==> src/rtl/if_fetch_unit.sv <==
// ---------------------------------------------------------------------------
// if_fetch_unit
//   Instruction-fetch stage of the MIPS core. Owns the program counter, drives
//   the byte address of the 32-word instruction ROM and captures the returned
//   word into the IF/ID register together with its PC+4.
//
//   Ports
//     Clk           rising-edge clock
//     Reset         synchronous active-high reset
//     Stall         hold PC and IR (decode/hazard back-pressure)
//     Branch_Taken  redirect to Branch_Target (for the instruction in IR)
//     Branch_Target byte address of the taken branch
//     Jump          redirect for a J-type instruction in IR
//     Jump_Index    instr_index field of the jump in IR
//     Inst          instruction word from the ROM (combinational on Addr)
//     Addr          ROM byte address, always equal to the PC register
//     IR            IF/ID instruction register
//     IF_PC4        PC+4 of the instruction held in IR
//     IF_Valid      IR holds a real fetched instruction (not a bubble)
//     Fetch_Count   valid instructions delivered since reset (wraps)
//     Misalign      sticky flag, misaligned redirect target seen
//                   (only when FETCH_MISALIGN_EN is defined)
//
//   Optional feature macro: FETCH_MISALIGN_EN
// ---------------------------------------------------------------------------
module if_fetch_unit #(
  parameter logic [31:0] RESET_PC = 32'h0000_0000,
  parameter logic [31:0] NOP_INST = 32'h0000_0000
) (
  input  logic        Clk,
  input  logic        Reset,
  input  logic        Stall,
  input  logic        Branch_Taken,
  input  logic [31:0] Branch_Target,
  input  logic        Jump,
  input  logic [25:0] Jump_Index,
  input  logic [31:0] Inst,
  output logic [31:0] Addr,
  output logic [31:0] IR,
  output logic [31:0] IF_PC4,
  output logic        IF_Valid,
  output logic [31:0] Fetch_Count
`ifdef FETCH_MISALIGN_EN
  ,
  output logic        Misalign
`endif
);

  typedef enum logic [1:0] {
    ST_BOOT   = 2'd0,
    ST_RUN    = 2'd1,
    ST_SQUASH = 2'd2
  } state_t;

  state_t      state_reg, state_next;
  logic [31:0] pc_reg, pc_next;
  logic [31:0] ir_reg, ir_next;
  logic [31:0] pc4_reg, pc4_next;
  logic        valid_reg, valid_next;
  logic [31:0] count_reg, count_next;

  // A redirect only counts when IR holds a real instruction; a bubble cannot
  // branch. Jump outranks Branch_Taken.
  logic        jump_take;
  logic        branch_take;
  logic [31:0] jump_target;
  logic [31:0] branch_target_aligned;
  logic [31:0] pc_plus4;

  assign jump_take             = Jump & valid_reg;
  assign branch_take           = Branch_Taken & valid_reg & ~jump_take;
  assign jump_target           = {pc4_reg[31:28], Jump_Index, 2'b00};
  assign branch_target_aligned = {Branch_Target[31:2], 2'b00};
  assign pc_plus4              = pc_reg + 32'd4;

`ifdef FETCH_MISALIGN_EN
  logic misalign_reg, misalign_next;

  // Jump targets are always word-aligned by construction, so only the
  // branch target can trip the flag.
  always_comb begin
    misalign_next = misalign_reg;
    if (branch_take && (Branch_Target[1:0] != 2'b00)) begin
      misalign_next = 1'b1;
    end
  end

  always_ff @(posedge Clk) begin
    if (Reset) begin
      misalign_reg <= 1'b0;
    end else begin
      misalign_reg <= misalign_next;
    end
  end

  assign Misalign = misalign_reg;
`else
  // Low target bits are dropped silently in this build.
  logic unused_target_low;
  assign unused_target_low = |Branch_Target[1:0];
`endif

  // Next-state and datapath selection. BOOT ignores Stall and redirects so the
  // first word at RESET_PC is always delivered.
  always_comb begin
    state_next = state_reg;
    pc_next    = pc_reg;
    ir_next    = ir_reg;
    pc4_next   = pc4_reg;
    valid_next = valid_reg;
    count_next = count_reg;

    case (state_reg)
      ST_BOOT: begin
        ir_next    = Inst;
        pc4_next   = pc_plus4;
        valid_next = 1'b1;
        pc_next    = pc_plus4;
        count_next = count_reg + 32'd1;
        state_next = ST_RUN;
      end
      default: begin
        if (jump_take) begin
          pc_next    = jump_target;
          ir_next    = NOP_INST;
          valid_next = 1'b0;
          state_next = ST_SQUASH;
        end else if (branch_take) begin
          pc_next    = branch_target_aligned;
          ir_next    = NOP_INST;
          valid_next = 1'b0;
          state_next = ST_SQUASH;
        end else if (Stall) begin
          // everything holds, including the state
          state_next = state_reg;
        end else begin
          ir_next    = Inst;
          pc4_next   = pc_plus4;
          valid_next = 1'b1;
          pc_next    = pc_plus4;
          count_next = count_reg + 32'd1;
          state_next = ST_RUN;
        end
      end
    endcase
  end

  always_ff @(posedge Clk) begin
    if (Reset) begin
      state_reg <= ST_BOOT;
      pc_reg    <= RESET_PC;
      ir_reg    <= NOP_INST;
      pc4_reg   <= 32'd0;
      valid_reg <= 1'b0;
      count_reg <= 32'd0;
    end else begin
      state_reg <= state_next;
      pc_reg    <= pc_next;
      ir_reg    <= ir_next;
      pc4_reg   <= pc4_next;
      valid_reg <= valid_next;
      count_reg <= count_next;
    end
  end

  assign Addr        = pc_reg;
  assign IR          = ir_reg;
  assign IF_PC4      = pc4_reg;
  assign IF_Valid    = valid_reg;
  assign Fetch_Count = count_reg;

endmodule

==> config.mk <==
export PLATFORM = sky130hd
export DESIGN_NAME = if_fetch_unit
export DESIGN_NICKNAME = d
export VERILOG_FILES = /design/src/rtl/if_fetch_unit.sv
export SDC_FILE = /design/constraint.sdc
export NUM_CORES = 1
export LEC_CHECK = 0
export CORE_UTILIZATION = 25
export DETAILED_ROUTE_END_ITERATION = 8
export GPL_TIMING_DRIVEN = 0
export PLACE_DENSITY = 0.57
export SLEW_MARGIN = 20
export SYNTH_ARGS = -nofsm -noshare
export SYNTH_HDL_FRONTEND = slang
export SYNTH_SLANG_ARGS = --single-unit
==> constraint.sdc <==
create_clock -name Clk -period 2.1 [get_ports Clk]
set_input_delay 0.21 -clock Clk [delete_from_list [all_inputs] [get_ports Clk]]
set_output_delay 0.21 -clock Clk [all_outputs]
set_load 0.005 [all_outputs]
==> summary.txt, run 1 <==
Outcome
  – Status: finished, final reports clean

Placement
  – Pre-CTS setup slack: -0.825 ns
  – Post-DP HPWL: 17100 um
  – Placement-stage cell area: 8570 sq um
  – Placer Congestion: 0.813
  – Port Buffers: 215

Timing
  – Clock Skew: 0.0123 ns
  – Slew margin rel.: 0.474
  – Smallest setup slack after layout: 0.101 ns
  – Final setup viols: 0
  – Fin. Hold Viols: 0
  – FMAX: 0.500 GHz
  – Tmin final: 2.00 ns
  – Final period util: 0.952
  – Measured slew at the worst slew-check pin: 0.788 ns
  – RSZ-0062 raised after global routing: yes
  – Slew Limit Fails: 0

Drt
  – Detailed Routing Iterations Pass 1: 5
  – Vias: 6351
  – Via density per instance: 4.95
  – Final wirelength: 23400 um
  – Remaining antenna violation count: 0
  – Initial DRC count: 414
  – Average wire per standard cell: 18.2 um
  – Post-route DRC violation count: 0

Min path
  – Worst Hold End: Addr[19]
  – WHS Path Cells: 3
  – HP Class: primary input to flop
  – Hold path start: Reset

Logic synthesis
  – Number of synthesized flops with an enable pin: 0
  – Top FF cell, synth: dfxtp_1
  – Avg Synthesized Cell Area: 8.53 sq um
  – Post-Syn Instances: 704
  – Synthesized flop and latch total: 126
  – Synth Cell Area: 6000 sq um
  – Async set-reset flop share out of synthesis: 0
  – Yosys warning count: 0
  – Post-synthesis sequential area ratio: 0.420
  – Cell variety after synth: 59

Global routing
  – Gr ovfl total: 0
  – First-pass GRT wire length: 35500 um
  – Gr usage total: 0.192
  – Vias in the first global route: 6090
  – Initial antenna violation count: 0
  – Maximum number of pins on one net before global-route repair: 17

Pwr
  – Combinational fraction of design power: 0.182
  – Switching Power: 1.82 mW
  – Int Power: 4.91 mW
  – Seq pwr share: 0.399
  – Clk pwr share: 0.418
  – Peak supply drop: 376 uV
  – Tot Pwr: 6.73 mW
  – Sw frac: 0.270
  – Pleak: 3.28 nW
  – Pwr Density: 720 nW/um^2

Die
  – # IOs: 224
  – Chip Height: 157 um
  – Core area: 23500 sq um
  – Die ar.: 24600 sq um
  – Die X: 157 um
  – Initial core utilization: 0.255
  – Std-Cell Rows: 56

Critical path
  – Crit-path max cell delay: 0.43 ns
  – FF-to-FF End: IF_PC4[17]
  – WP depth: 7
  – Crit path launch type: flop
  – Flop-to-flop setup slack: 0.10 ns
  – Crit end category: flop
  – Crit path kind: flop to flop
  – CP max stage cell: nor4_4
  – Reg2reg start: Addr[7]
  – Reg2Reg Depth: 7
  – Critical Path AT: 2.32 ns
  – Crit path max-delay family: simple AND/OR/NAND/NOR gates
  – Crit path required time: 2.42 ns
  – Crit-path cells: buf_2 > nand4_1 > buf_4 > nor4_4 > nand3_1 > xor2_1 > a211oi_1
  – Buf/Inv on CP: 2
  – Worst-path fanout max: 7

Final layout
  – Most frequent cells in the layout: 215 x clkdlybuf4s50_1, 121 x dfxtp_1, 111 x nor2_1
  – Layout cell share with drive strength beyond 1: 0.106
  – Final core occ: 0.397
  – N_diodes: 0
  – Nets: 1049
  – Post-route cell area: 9340 sq um
  – Area Growth Syn to Fin: 55.6%
  – Commonest non-fill, non-tap cell in the layout: clkdlybuf4s50_1

CTS
  – Clk_lat worst skew: 0.42 ns
  – H-tree depth: 4
  – Clock Path Buffers: 2
  – Clk sink count: 126
  – TritonCTS Buffers: 17
  – Clk root buf: clkbuf_16
  – CTS tree: built
  – Clk slew on worst S/H paths: 0.06 ns

Flow run
  – MaxCap Viol Count: 0
[power by group through the flow]
stage / logic [mW] / registers [mW] / clock network [mW]
detailed placement: 1.20 / 2.73 / 0
floorplan: 0.494 / 2.72 / 0
finish: 1.23 / 2.69 / 2.81
global placement: 1.20 / 2.73 / 0
CTS: 1.21 / 2.68 / 2.87
global route: 1.34 / 2.70 / 2.97
[per-layer routing]
layer,track usage,vias up,share of wire
met5,0,-,0
met3,0.0581,20,0.082
met1,0.253,3021,0.46
li1,-,3069,-
met4,0.0686,0,0.021
met2,0.294,241,0.44
[through the flow]
step / hold WS, ns / instances / TNS, ns
final: 0.344 / 1283 / 0
after global routing: 0.400 / 1283 / -0.0236
after CTS: 0.326 / 1272 / 0
after detailed placement: 0.447 / 1241 / -56.64
after global placement: 0.447 / 1241 / -54.83
after floorplan: 0.310 / 707 / 0
[kinds of logic after synthesis]
group                      count (synthesis)  share of synthesized area
DFF                                      126                      0.420
xor gates and xnor gates                  53                     0.0773
buffers and inverters                     76                     0.0540
and+or+nand+nor                          263                      0.222
adders and majority gates                  2                    0.00417
AOI/OAI and AO/OA                        182                      0.220
other                                      1                   0.000625
muxes                                      1                    0.00167
[final cells by class]
type                            instances  area [sq um]
Inverter                               12          45.0
Sequential cell                       126          2530
Clock inverter                          7          62.6
Buffer                                 62           330
Clock buffer                           24           482
Timing Repair Buffer                  228          2250
Multi-Input combinational cell        505          3240
Tap cell                              319           399
Fill cell                            2480         14200
[worst max path at each step]
stage                       from    endpoint  slack [ns]
global route        Branch_Taken  IF_PC4[19]       -0.01
global placement    Branch_Taken   IF_PC4[9]       -0.80
finish                   Addr[7]  IF_PC4[17]        0.10
floorplan                Addr[2]    Addr[22]        0.08
detailed placement  Branch_Taken  IF_PC4[27]       -0.83
CTS                      Addr[3]    Addr[30]       0.004
[tightest hold or removal path: cells and delay by family]
family | cells | cell delay (ns)
buf+inv | 1 | 0.22
simple gates | 1 | 0.18
compound gates | 1 | 0.12
[timing repair]
action / 4_1_cts / 5_1_grt
hold buffers: 0 / 0
endpoints found under the hold margin: 0 / 0
setup endpoints to repair: 92 / 84
pin swaps: 3 / 6
setup buffers: 2 / 11
resized for setup: 29 / 34
[synthesized netlist by cell type (2+ instances only)]
cell type | count | area [sq um]
nand2_1 | 25 | 93.8
a21oi_1 | 20 | 100
inv_1 | 12 | 45.0
a2bb2oi_1 | 7 | 61.3
or4_1 | 2 | 15.0
ha_1 | 2 | 25.0
o32ai_1 | 2 | 17.5
nor4_4 | 2 | 42.5
xor2_1 | 21 | 184
clkbuf_1 | 38 | 143
a222oi_1 | 9 | 90.1
a31oi_1 | 13 | 81.3
and2_1 | 5 | 31.3
nand3_2 | 2 | 20.0
a221oi_1 | 3 | 26.3
buf_4 | 5 | 37.5
and4_1 | 6 | 52.6
nor3_1 | 19 | 95.1
buf_1 | 5 | 18.8
nand4_1 | 19 | 119
nor2b_1 | 3 | 18.8
nand3_1 | 28 | 140
xnor2_1 | 32 | 280
a21o_1 | 3 | 22.5
a22o_1 | 13 | 114
and3_1 | 8 | 50.1
nor2_1 | 113 | 424
a211oi_1 | 29 | 218
nand2b_1 | 4 | 25.0
o21a_1 | 2 | 15.0
o21ai_0 | 21 | 105
or3_1 | 11 | 68.8
nor4_1 | 5 | 31.3
o22ai_1 | 4 | 25.0
dfxtp_1 | 126 | 2520
o31a_1 | 4 | 35.0
buf_2 | 15 | 75.1
nor3b_1 | 2 | 15.0
a22oi_1 | 44 | 330
No activity file was read; power rests on OpenSTA's default activity.
==> inputs of run 2 (changes only) <==
--- a/config.mk
+++ b/config.mk
@@ -8,7 +8,7 @@
 export CORE_UTILIZATION = 25
 export DETAILED_ROUTE_END_ITERATION = 8
 export GPL_TIMING_DRIVEN = 0
-export PLACE_DENSITY = 0.57
+export PLACE_DENSITY = 0.55
 export SLEW_MARGIN = 20
 export SYNTH_ARGS = -nofsm -noshare
 export SYNTH_HDL_FRONTEND = slang
==> constraint.sdc (replaced) <==
create_clock -name Clk -period 1.9 [get_ports Clk]
set_input_delay 0.19 -clock Clk [delete_from_list [all_inputs] [get_ports Clk]]
set_output_delay 0.19 -clock Clk [all_outputs]
set_load 0.005 [all_outputs]
==> run 2 against run 1 <==
Global-route usage rose by 0.30 points. Via count down 1.4%. Cell count rose by 0.70%. Clock skew rose by 0.0022 ns. Sequential power rose by 10%. Register-to-register slack lost 0.05 ns. Worst setup slack lost 0.052 ns. First-iteration DRC count decreased by 25%. Largest cell class unchanged. Highest routed layer unchanged.
==> summary.txt, run 2 (synthesis gave the netlist of run 1 again) <==
Global routing
  – Gr ovfl total: 0
  – Vias in the first global route: 6053
  – Initial antenna violation count: 1
  – First-pass GRT wire length: 35800 um
  – Gr usage total: 0.195
  – Maximum number of pins on one net before global-route repair: 17

Placement
  – Pre-CTS setup slack: -0.980 ns
  – Placer Congestion: 0.806
  – Port Buffers: 215
  – Post-DP HPWL: 17300 um

Timing
  – Tmin final: 1.85 ns
  – Hold slack: 0.311 ns
  – Smallest setup slack after layout: 0.0491 ns
  – Final period util: 0.974
  – Slew Limit Fails: 0
  – Measured slew at the worst slew-check pin: 0.759 ns
  – Final setup viols: 0
  – Setup TNS: 0 ns
  – Slew margin rel.: 0.494
  – Clock Skew: 0.0145 ns
  – RSZ-0062 raised after global routing: yes
  – FMAX: 0.540 GHz
  – Fin. Hold Viols: 0

Final layout
  – Fill cells: 2431
  – Layout cell share with drive strength beyond 1: 0.149
  – Commonest non-fill, non-tap cell in the layout: clkdlybuf4s50_1
  – Reg area: 2550 sq um
  – Nets: 1056
  – Multi-input logic area: 3310 sq um
  – Area Growth Syn to Fin: 60.7%
  – Most frequent cells in the layout: 214 x clkdlybuf4s50_1, 111 x nor2_1, 106 x dfxtp_1

Drt
  – Detailed Routing Iterations Pass 1: 5
  – Initial DRC count: 312
  – Average wire per standard cell: 18.3 um
  – Final wirelength: 23600 um
  – Via density per instance: 4.85
  – Vias: 6262
  – Remaining antenna violation count: 0
  – Post-route DRC violation count: 0

Pwr
  – Pleak: 3.41 nW
  – Combinational fraction of design power: 0.177
  – Peak supply drop: 470 uV
  – Clk pwr share: 0.448
  – Int Power: 5.78 mW
  – Sw frac: 0.268
  – Pwr Density: 819 nW/um^2
  – Switching Power: 2.11 mW
  – Seq pwr share: 0.376

Flow run
  – MaxCap Viol Count: 0

Critical path
  – Critical Path AT: 2.19 ns
  – Worst-path fanout max: 4
  – Crit. Startpoint: Addr[3]
  – Crit path required time: 2.24 ns
  – Crit end category: flop
  – Crit path kind: flop to flop
  – Crit path launch type: flop
  – Reg2reg start: Addr[3]

Die
  – Core area: 23500 sq um
  – Std-Cell Rows: 56
  – Die X: 157 um
  – # IOs: 224
  – Die ar.: 24600 sq um
  – Chip Height: 157 um
  – Initial core utilization: 0.255

CTS
  – Hold-fix buffers, CTS: 0
  – Clk_lat worst skew: 0.43 ns
  – H-tree depth: 4
  – TritonCTS Buffers: 17
  – Clk sink count: 126
  – Clock Path Buffers: 2
  – Clk slew on worst S/H paths: 0.06 ns
  – Clk root buf: clkbuf_16
  – CTS tree: built

Outcome
  – Status: finished, final reports clean

Min path
  – Hold path start: Reset
  – HP Class: primary input to flop
## run 2: changes by cell type in the layout (fill, tap and decap cells not counted), moves of 4 or more
cell and change:
buf_6 +6, clkbuf_1 -7, dfxtp_2 +15, clkinv_2 -5
buf_4 +7, dfxtp_1 -15, nand3_1 -4
## run 2: routing by layer
layer  global-route usage  vias up  part of all wire
met4               0.0556        0            0.0099
met1                0.252     2962              0.46
met5                    0        -                 0
met2                0.308      209              0.46
met3               0.0636       14             0.075
li1                     -     3077                 -
## run 2: critical path, stage by stage, from the launching register on
cell     delay (ns)
dfxtp_4        0.39
ha_4           0.17
nand3_4        0.10
nor4_4         0.31
buf_4          0.18
nand4_1        0.11
or3_1          0.40
a31oi_1        0.13
## run 2: metrics by stage
stage / total power, mW / utilization / cells / instance area, sq um
2_1_floorplan: 3.56 / - / 707 / 6030
6_report: 7.90 / 0.410 / 1292 / 9650
3_5_place_dp: 4.35 / 0.365 / 1241 / 8580
4_1_cts: 7.97 / 0.403 / 1287 / 9490
5_1_grt: 8.22 / 0.410 / 1292 / 9650
3_3_place_gp: 4.35 / 0.365 / 1241 / 8580
## run 2: what timing repair did
item | in CTS | in global routing
pin swaps | 11 | 17
resized for setup | 57 | 52
endpoints found under the hold margin | 0 | 0
buffers inserted | 16 | 6
setup endpoints to repair | 105 | 79
## run 2: path summary, 6_finish.rpt
check | cells past startpoint | end | slack (ns)
worst max-delay path | 7 | Addr[30] | 0.05
worst min-delay path | 3 | Addr[19] | 0.31
worst max register to register | 7 | Addr[30] | 0.05
worst min register to register | 2 | IF_PC4[3] | 0.46
## run 2: cell type report
cell class | instances | area share
Multi-Input combinational cell | 505 | 0.343
Sequential cell | 126 | 0.265
Timing Repair Buffer | 237 | 0.243
Clock buffer | 21 | 0.0498
Tap cell | 319 | 0.0414
Buffer | 60 | 0.0379
Clock inverter | 11 | 0.0161
Inverter | 12 | 0.00467
Antenna cell | 1 | 0.000259
## run 2: power by group through the flow
stage                     sequential, mW  clock (mW)  combinational (mW)
after global placement              3.02           0                1.33
after floorplan                     3.01           0               0.550
after detailed placement            3.02           0                1.33
final                               2.97        3.53                1.39
after global routing                2.99        3.71                1.52
after CTS                           2.96        3.61                1.39
